**config.mk**
```make
export PLATFORM = sky130hd
export DESIGN_NAME = out_uart_tx
export DESIGN_NICKNAME = d
export VERILOG_FILES = /design/src/rtl/out_uart_tx_pkg.sv /design/src/rtl/out_fifo.sv /design/src/rtl/out_uart_tx.sv
export SDC_FILE = /design/constraint.sdc
export NUM_CORES = 1
export LEC_CHECK = 0
export ABC_AREA = 1
export BUFFER_PORTS_ARGS = -buffer_cell sky130_fd_sc_hd__buf_2
export CAP_MARGIN = 20
export CORE_ASPECT_RATIO = 1.2
export CORE_UTILIZATION = 40
export CTS_CLUSTER_SIZE = 40
export DETAILED_ROUTE_END_ITERATION = 12
export PLACE_DENSITY = 0.58
export SYNTH_ARGS = -nofsm -noshare
export SYNTH_HDL_FRONTEND = slang
export SYNTH_SLANG_ARGS = --single-unit
export TNS_END_PERCENT = 30
```
**constraint.sdc**
```tcl
create_clock -name clk -period 2.8 [get_ports clk]
set_input_delay 0.28 -clock clk [delete_from_list [all_inputs] [get_ports clk]]
set_output_delay 0.28 -clock clk [all_outputs]
set_load 0.1 [all_outputs]
```
**src/rtl/out_uart_tx_pkg.sv**
```systemverilog
// Shared definitions for the output-register UART transmitter:
// FSM state encoding and default bit timing.
package out_uart_tx_pkg;

    localparam int unsigned OUT_UART_CLKS_PER_BIT = 16;

    typedef logic [1:0] uart_state_t;

    localparam uart_state_t ST_IDLE  = 2'd0;
    localparam uart_state_t ST_START = 2'd1;
    localparam uart_state_t ST_DATA  = 2'd2;
    localparam uart_state_t ST_STOP  = 2'd3;

endpackage

```
**src/rtl/out_fifo.sv**
```systemverilog
// Word FIFO between the output register and the UART. A push while full is
// ignored; fullness is judged on the current count, before any same-cycle pop.
module out_fifo #(
    parameter int unsigned WIDTH = 16,
    parameter int unsigned DEPTH = 4
) (
    input  logic             clk,
    input  logic             rst_n,
    input  logic             push,
    input  logic             pop,
    input  logic [WIDTH-1:0] wr_data,
    output logic [WIDTH-1:0] rd_data,
    output logic             full,
    output logic             empty
);

    localparam int unsigned AW = $clog2(DEPTH);
    localparam int unsigned CW = AW + 1;

    logic [WIDTH-1:0] mem [DEPTH];
    logic [AW-1:0]    wr_ptr;
    logic [AW-1:0]    rd_ptr;
    logic [CW-1:0]    count;
    logic             push_ok;
    logic             pop_ok;

    assign full    = (count == CW'(DEPTH));
    assign empty   = (count == '0);
    assign push_ok = push && !full;
    assign pop_ok  = pop && !empty;
    assign rd_data = mem[rd_ptr];

    always_ff @(posedge clk) begin
        if (push_ok) begin
            mem[wr_ptr] <= wr_data;
        end
    end

    // DEPTH is a power of two, so the pointers wrap naturally in AW bits.
    always_ff @(posedge clk or negedge rst_n) begin
        if (!rst_n) begin
            wr_ptr <= '0;
            rd_ptr <= '0;
            count  <= '0;
        end else begin
            if (push_ok) begin
                wr_ptr <= wr_ptr + AW'(1);
            end
            if (pop_ok) begin
                rd_ptr <= rd_ptr + AW'(1);
            end
            case ({push_ok, pop_ok})
                2'b10:   count <= count + CW'(1);
                2'b01:   count <= count - CW'(1);
                default: count <= count;
            endcase
        end
    end

endmodule

```
**src/rtl/out_uart_tx.sv**
```systemverilog
// Sends each 16-bit output word as two 8N1 UART bytes, high byte first,
// with a FIFO absorbing words that arrive while a frame is in flight.
module out_uart_tx
    import out_uart_tx_pkg::*;
#(
    parameter int unsigned CLKS_PER_BIT = OUT_UART_CLKS_PER_BIT,
    parameter int unsigned FIFO_DEPTH   = 4
) (
    input  logic        clk,
    input  logic        rst_n,
    input  logic [15:0] out_data,
    input  logic        out_valid,
    output logic        txd,
    output logic        busy,
    output logic        fifo_full,
    output logic        overflow
);

    localparam logic [7:0] BIT_RELOAD = 8'(CLKS_PER_BIT - 1);

    uart_state_t state;
    logic [7:0]  cnt;
    logic [2:0]  bit_idx;
    logic        hi_lo;
    logic [15:0] hold;
    logic [7:0]  shifter;
    logic        txd_q;
    logic        overflow_q;
    logic        fifo_empty;
    logic        fifo_pop;
    logic [15:0] fifo_rd;

    assign fifo_pop = (state == ST_IDLE) && !fifo_empty;

    out_fifo #(
        .WIDTH(16),
        .DEPTH(FIFO_DEPTH)
    ) u_fifo (
        .clk    (clk),
        .rst_n  (rst_n),
        .push   (out_valid),
        .pop    (fifo_pop),
        .wr_data(out_data),
        .rd_data(fifo_rd),
        .full   (fifo_full),
        .empty  (fifo_empty)
    );

    assign txd      = txd_q;
    assign overflow = overflow_q;
    assign busy     = (state != ST_IDLE) || !fifo_empty;

    always_ff @(posedge clk or negedge rst_n) begin
        if (!rst_n) begin
            overflow_q <= 1'b0;
        end else if (out_valid && fifo_full) begin
            overflow_q <= 1'b1;
        end
    end

    // txd is loaded one edge ahead of each bit, so every transition below
    // sets the level the line carries for the whole of the next bit period.
    always_ff @(posedge clk or negedge rst_n) begin
        if (!rst_n) begin
            state   <= ST_IDLE;
            cnt     <= '0;
            bit_idx <= '0;
            hi_lo   <= 1'b0;
            hold    <= '0;
            shifter <= '0;
            txd_q   <= 1'b1;
        end else begin
            case (state)
                ST_IDLE: begin
                    if (!fifo_empty) begin
                        hold    <= fifo_rd;
                        shifter <= fifo_rd[15:8];
                        hi_lo   <= 1'b0;
                        cnt     <= BIT_RELOAD;
                        txd_q   <= 1'b0;
                        state   <= ST_START;
                    end
                end
                ST_START: begin
                    if (cnt == '0) begin
                        cnt     <= BIT_RELOAD;
                        bit_idx <= '0;
                        txd_q   <= shifter[0];
                        shifter <= {1'b0, shifter[7:1]};
                        state   <= ST_DATA;
                    end else begin
                        cnt <= cnt - 8'd1;
                    end
                end
                ST_DATA: begin
                    if (cnt == '0) begin
                        cnt <= BIT_RELOAD;
                        if (bit_idx == 3'd7) begin
                            txd_q <= 1'b1;
                            state <= ST_STOP;
                        end else begin
                            bit_idx <= bit_idx + 3'd1;
                            txd_q   <= shifter[0];
                            shifter <= {1'b0, shifter[7:1]};
                        end
                    end else begin
                        cnt <= cnt - 8'd1;
                    end
                end
                ST_STOP: begin
                    if (cnt == '0) begin
                        if (!hi_lo) begin
                            hi_lo   <= 1'b1;
                            shifter <= hold[7:0];
                            cnt     <= BIT_RELOAD;
                            txd_q   <= 1'b0;
                            state   <= ST_START;
                        end else begin
                            state <= ST_IDLE;
                        end
                    end else begin
                        cnt <= cnt - 8'd1;
                    end
                end
                default: begin
                    txd_q <= 1'b1;
                    state <= ST_IDLE;
                end
            endcase
        end
    end

endmodule
```
After elaboration in Yosys (flattened, before gate mapping)
Memories as Yosys holds them, arrays and structs flattened.
Index checks and enable logic that the tools add are counted.
{"block": "word_totals", "inputBits": 19, "latch_bits": 0, "memories": 1, "romBits": 0, "ramBits": 64, "word_cells": 91, "output_inout_bits": 4, "register_bits": 39}
{"name": "u_fifo.mem", "depth": 4, "word_bits": 16, "rd": 1, "rd_ports_with_merged_regs": 0, "wr": 1, "line_no": "out_fifo.sv:20", "source": "logic [WIDTH-1:0] mem [DEPTH];"}
{"block": "classes", "n_div": 0, "add_sub_neg": 6, "order_cmp": 0, "n_eq_ne": 15, "mux": 35, "n_bitwise": 1, "shifts": 0, "reduce_logical": 22, "n_mul": 0}
{"op": "$mux W8", "count": 10}
{"op": "$pmux W8 S4", "count": 1}
{"op": "$pmux W8 S3", "count": 1}
{"op": "$ne A2 B2 Y1 const B", "count": 7}
{"op": "$pmux W3 S2", "count": 2}
{"op": "$mux W1", "count": 10}
{"op": "$mux W2", "count": 5}
{"op": "$reduce_and A5 Y1", "count": 2}
{"op": "$mux W3", "count": 3}
{"op": "$logic_not A8 Y1", "count": 1}
{"op": "$pmux W2 S4", "count": 1}
{"op": "$reduce_bool A2 Y1", "count": 4}
{"op": "$sub A8 B1 Y8 const B", "count": 1}
{"op": "$add A3 B1 Y3 const B", "count": 2}
{"op": "$eq A2 B2 Y1 const B", "count": 3}
{"op": "$eq A3 B3 Y1 const B", "count": 2}
{"op": "$reduce_and A6 Y1", "count": 1}
{"op": "$add A2 B1 Y2 const B", "count": 2}
{"op": "$eq A2 B1 Y1 const B", "count": 2}
{"op": "$logic_and A1 B1 Y1", "count": 4}
{"op": "$pmux W1 S4", "count": 1}
{"op": "$reduce_and A2 Y1", "count": 2}
{"op": "$reduce_and A4 Y1", "count": 1}
{"op": "$logic_not A3 Y1", "count": 1}
{"op": "other kinds (9)", "count": 10}

Depth between registers and ports, before layout
{"block": "depth", "depth_word": 6, "mapped_depth": 11, "ltp_nobuf": 9}

Cells and area by module
A second synthesis with hierarchy kept.
{"block": "unflattened", "cells_unflattened": 503, "hier_area_um2": 4942.2}
{"mod": "out_fifo", "area_each_um2": 3022.9, "cells_each": 248, "seq_area_each_um2": 2097.0, "instances": 1}
{"mod": "out_uart_tx", "area_each_um2": 1919.3, "cells_each": 255, "seq_area_each_um2": 802.0, "instances": 1}

Worst setup path before layout
OpenSTA, ideal clock, no wires.
{"block": "synth_path", "path_kind": "register to register", "from": "register u_fifo.count[0]", "to": "register u_fifo.count[1]", "synth_period_minus_slack_ns": 3.889, "setup_slack_ns": -1.089, "setup_time_ns": 0.123, "stages_incl_launch_ff": 8, "required_ns": 2.677, "path_buffers": 0, "arrival_time_ns": 3.766, "path_cell_list": "dfrtp_1 -> nor3_1 -> inv_1 -> nand2_2 -> ha_1 -> fa_1 -> nor2_1 -> a21oi_1"}
{"block": "synth_via", "elab_cells_between_ends": 13, "cone_classes": "add/sub (2); eq/ne (3); mux (1); reduce/logical (7)"}
{"element": "from (decl)", "line_no": "out_fifo.sv:23", "source": "logic [CW-1:0] count;"}
{"element": "from (signal assigned)", "line_no": "out_fifo.sv:53", "source": "2'b10: count <= count + CW'(1);"}
{"element": "from (signal assigned)", "line_no": "out_fifo.sv:54", "source": "2'b01: count <= count - CW'(1);"}
{"element": "from (signal assigned)", "line_no": "out_fifo.sv:55", "source": "default: count <= count;"}
{"element": "$eq A3 B3 Y1 (*)", "line_no": "out_fifo.sv:27", "source": "assign full = (count == CW'(DEPTH));"}
{"element": "named net fifo_full", "line_no": "out_uart_tx.sv:15", "source": "output logic fifo_full,"}
{"element": "$logic_not A1 Y1 (*)", "line_no": "out_fifo.sv:29", "source": "assign push_ok = push && !full;"}
{"element": "$logic_and A1 B1 Y1 (*)", "line_no": "out_fifo.sv:29"}
{"element": "$eq A2 B1 Y1 / $eq A2 B2 Y1 (equally long branches)", "line_no": "out_fifo.sv:52", "source": "case ({push_ok, pop_ok})"}
{"element": "$pmux W3 S2 / $reduce_bool A2 Y1 (equally long branches)"}
The timed path passes the listed nets; every way through them passes the cells marked *.
A chain may end at the register's enable or synchronous reset.

Worst setup path after layout
{"block": "layout_path", "from": "register state[0]", "to": "register u_fifo.count[2]"}
{"block": "layout_via", "elab_chain_cells": 5, "elab_cells_between_ends": 7, "cone_classes": "eq/ne (2); mux (1); reduce/logical (4)"}
{"element": "from (decl)", "line_no": "out_uart_tx.sv:21", "source": "uart_state_t state;"}
{"element": "from (signal assigned)", "line_no": "out_uart_tx.sv:65", "source": "state <= ST_IDLE;"}
{"element": "from (signal assigned)", "line_no": "out_uart_tx.sv:81", "source": "state <= ST_START;"}
{"element": "from (signal assigned)", "line_no": "out_uart_tx.sv:90", "source": "state <= ST_DATA;"}
{"element": "$logic_not A2 Y1 (*)", "line_no": "out_uart_tx.sv:33", "source": "assign fifo_pop = (state == ST_IDLE) && !fifo_empty;"}
{"element": "$logic_and A1 B1 Y1 (*)", "line_no": "out_uart_tx.sv:33"}
{"element": "$logic_and A1 B1 Y1 (*)", "line_no": "out_fifo.sv:30", "source": "assign pop_ok = pop && !empty;"}
{"element": "$eq A2 B1 Y1 / $eq A2 B2 Y1 (equally long branches)", "line_no": "out_fifo.sv:52"}
{"element": "$pmux W3 S2 / $reduce_bool A2 Y1 (equally long branches)"}
Mark *: on every way between the ends. The rest lies on a longest branch, timed or not.

==> results by group <==
Synth
  – Yosys cell types: 33
  – Number of flops mapped to enable cells by yosys: 64
  – Synth warnings: 0
  – Post-Syn Instances: 477
  – Sequential share of the synthesized area: approximately three fifths
  – Syn Std Cell Area: 4760 um2
  – Post-synth top area cell: edfxtp_1
  – Area contributors post-synth: edfxtp_1 (40%), dfrtp_1 (20%), nand2_1 (10%)
  – #FFs+latches synth: 103
  – Syn_nets: roughly 510
  – Yosys top cell area share: 40.4%
  – Most frequent cells after synthesis: nand2_1 (131), edfxtp_1 (64), nor2_1 (52), inv_1 (50), dfrtp_1 (38)
  – FFs w/ async S/R, synth: 37.9%
  – Most common cell in the netlist: nand2_1
  – Ys flop type: edfxtp_1
  – Syn avg cell area: 9.98 um2

Setup path
  – Worst Reg-to-Reg Cells: 9
  – Worst setup path class: reg -> reg
  – CP Capture Type: flop
  – CP Launch Type: flop
  – Largest fanout on the critical path: 6
  – Critical Path RT: between 3 and 4 ns
  – Worst Path Arrival: around 2.4 ns

Clock tree
  – # Post-CTS Setup Buffers: 0
  – Post-CTS Resized: 0
  – CTS Buf Count: 9
  – Hold_buf cts: 0
  – H-Tree Depth: 3
  – Clock-pin slew on the worst setup and hold paths: about 0.070 ns
  – Clk root buf: clkbuf_16
  – TritonCTS clock tree: yes
  – Clock buffer depth: 2
  – Clk_lat worst skew: approximately 0.34 ns
  – CTS sink cnt: between 100 and 150

Run status
  – Run status: finished, final reports clean

Pwr
  – Switch share: about 28%
  – Psw: 1000 uW
  – Sequential share of power: roughly 54%
  – Internal power: 2610 uW
  – Leakage: around 0.0024 uW
  – Clock network fraction of total power: approximately 32%
  – Power per cell area: just under 700 nW/um2
  – Gate power share: approximately 14%
  – Max VDD drop: between 0.3 and 0.4 mV

STA
  – Final setup skew: between 0.008 and 0.009 ns
  – Worst-margin pin slew: 0.885 ns
  – RSZ-0062 raised after global routing: false
  – Final Hold Vio Count: 0
  – Final Critical Period: approximately 2.2 ns
  – Crit share post-route: around 78%
  – Final setup fails: 0
  – TNS Setup: 0 ns
  – Fmax: 460 MHz
  – Fin. max-slew vios: 0
  – Hold WS: 0.0456 ns
  – Rel. slew slack: roughly 40%

Die
  – Starting Density: between 40% and 50%
  – IO Pins: 23
  – Core Box Area: approximately 12,000 um2
  – Die area: ~12,000 um2
  – Die width: between 100 and 150 um
  – Chip height: roughly 120 um
  – FP Rows: 43

Drt
  – Vias post-DR: roughly 3.2k
  – WL per Instance: 13.6 um
  – Via-per-instance ratio: a little under 5
  – TritonRoute pass-1 iters: 4
  – Initial drt markers: around 120
  – DR DRC count: 0
  – Routed Wire Length: around 9000 um
  – Antenna-violating nets left: 0

GRT
  – Global-route wire length before repair: between 15,000 and 20,000 um
  – Largest net degree at the start of global routing: 40
  – Initial antenna violation count: 0
  – Total gr overflow: 0
  – Vias in the first global route: ~3.2k
  – GRT Util Overall: about 16%

Placed design
  – PortBufs: 22
  – Placed insts: between 600 and 700
  – GPL Wtd Cong: 0.830
  – HPWL after DPL: roughly 6000 um

Worst hold path
  – HP Class: in -> async

Layout
  – Fin nets: roughly 540
  – Final std cells w/o fill: 667
  – Area delta synth->final: 12.4%
  – Fraction of layout cells with a size suffix above 1: around an eighth
  – Layout Utilization: between 40% and 50%
  – Ant diodes: 0

Flow run
  – Max-cap viol count: 0
==> routing by layer <==
metal,up-vias,share of wire (%),global-route usage [%]
li1,1619,-,-
met1,1532,46,20.2
met2,44,50,28.4
met3,11,2.1,3.11
met4,0,1.8,6.07
met5,-,0,0
==> cell usage in the layout (no fill, tap or decap), drive strengths merged <==
master	synthesis	layout
nor2	60	60
a31oi	3	3
dfstp	1	1
buf	10	29
nand3	33	33
nor3	3	3
xor2	5	5
a211oi	1	1
a21o	1	1
nand3b	1	1
clkinv	0	1
inv	52	54
edfxtp	64	64
nand4	4	4
clkbuf	2	9
o21ai	29	29
dfrtp	38	38
a21oi	7	7
ha	14	14
nand2	136	136
a22oi	5	5
or2	1	1
fa	1	1
clkinvlp	0	4
xnor2	1	1
o22ai	5	5
==> cells by family (layout without fill, tap and decap cells) <==
family          Yosys count  in the layout  share of synthesized area [%]
compound gates           51             51                           5.94
xor+xnor                  6              6                           1.10
fa+ha+maj                15             15                           4.10
buf+inv                  64             97                           5.41
flops                   103            103                           60.9
simple gates            238            238                           22.6
==> worst paths after layout <==
kind | start | to | slack (ns)
max in group asynchronous | rst_n | hold[1]$_DFFE_PN0P_ | 2.18
worst min-delay path | rst_n | cnt[5]$_DFFE_PN0P_ | 0.05
min in group clk | out_data[0] | u_fifo.mem[2][0]$_DFFE_PP_ | 0.14
worst max-delay path | state[0]$_DFFE_PN0P_ | u_fifo.count[2]$_DFFE_PN0P_ | 0.63
worst min register to register | overflow$_DFFE_PN0P_ | overflow$_DFFE_PN0P_ | 0.46
worst max register to register | state[0]$_DFFE_PN0P_ | u_fifo.count[2]$_DFFE_PN0P_ | 0.63
==> critical path: stages, from the launching register on <==
cell	delay (ns)
dfrtp_1	0.43
inv_1	0.11
ha_1	0.24
nand2_1	0.17
inv_1	0.08
ha_1	0.23
fa_1	0.39
a21oi_1	0.13
o21ai_0	0.11
xor2_1	0.16
==> cell type report <==
class                      count  area (um2)
sequential                   103        2900
tap                          157         196
timing repair buffer          29         163
fill                        1086        6220
clock buffer                   9         225
multi-input combinational    310        1620
clock inverter                 7        56.3
inverter                      52         195
==> power groups by stage <==
stage | Sequential, uW | Combinational (uW) | Clock, uW
final | 1940 | 505 | 1170
after global routing | 1960 | 574 | 1260
after CTS | 1940 | 521 | 1200
after detailed placement | 1970 | 518 | 0
after global placement | 1960 | 508 | 0
after floorplan | 2000 | 308 | 0
==> state kept, by name (all words and copies together) (netlist names), 2 cells and up <==
| register | count |
|---|---|
| u_fifo.rd_ptr | 2 |
| bit_idx | 3 |
| u_fifo.wr_ptr | 2 |
| u_fifo.mem | 64 |
| u_fifo.count | 3 |
| shifter | 8 |
| state | 2 |
| hold | 8 |
| cnt | 8 |
==> through the flow <==
| step | setup slack, ns | instance area [um2] | total power (uW) |
|---|---|---|---|
| final | 0.626 | 5350 | 3610 |
| after global routing | 0.413 | 5350 | 3790 |
| after CTS | 0.615 | 5350 | 3660 |
| after detailed placement | 0.623 | 5070 | 2490 |
| after global placement | 0.701 | 5070 | 2470 |
| after floorplan | 0.362 | 4770 | 2310 |
Note: power is estimated with default switching activity, not from simulation.
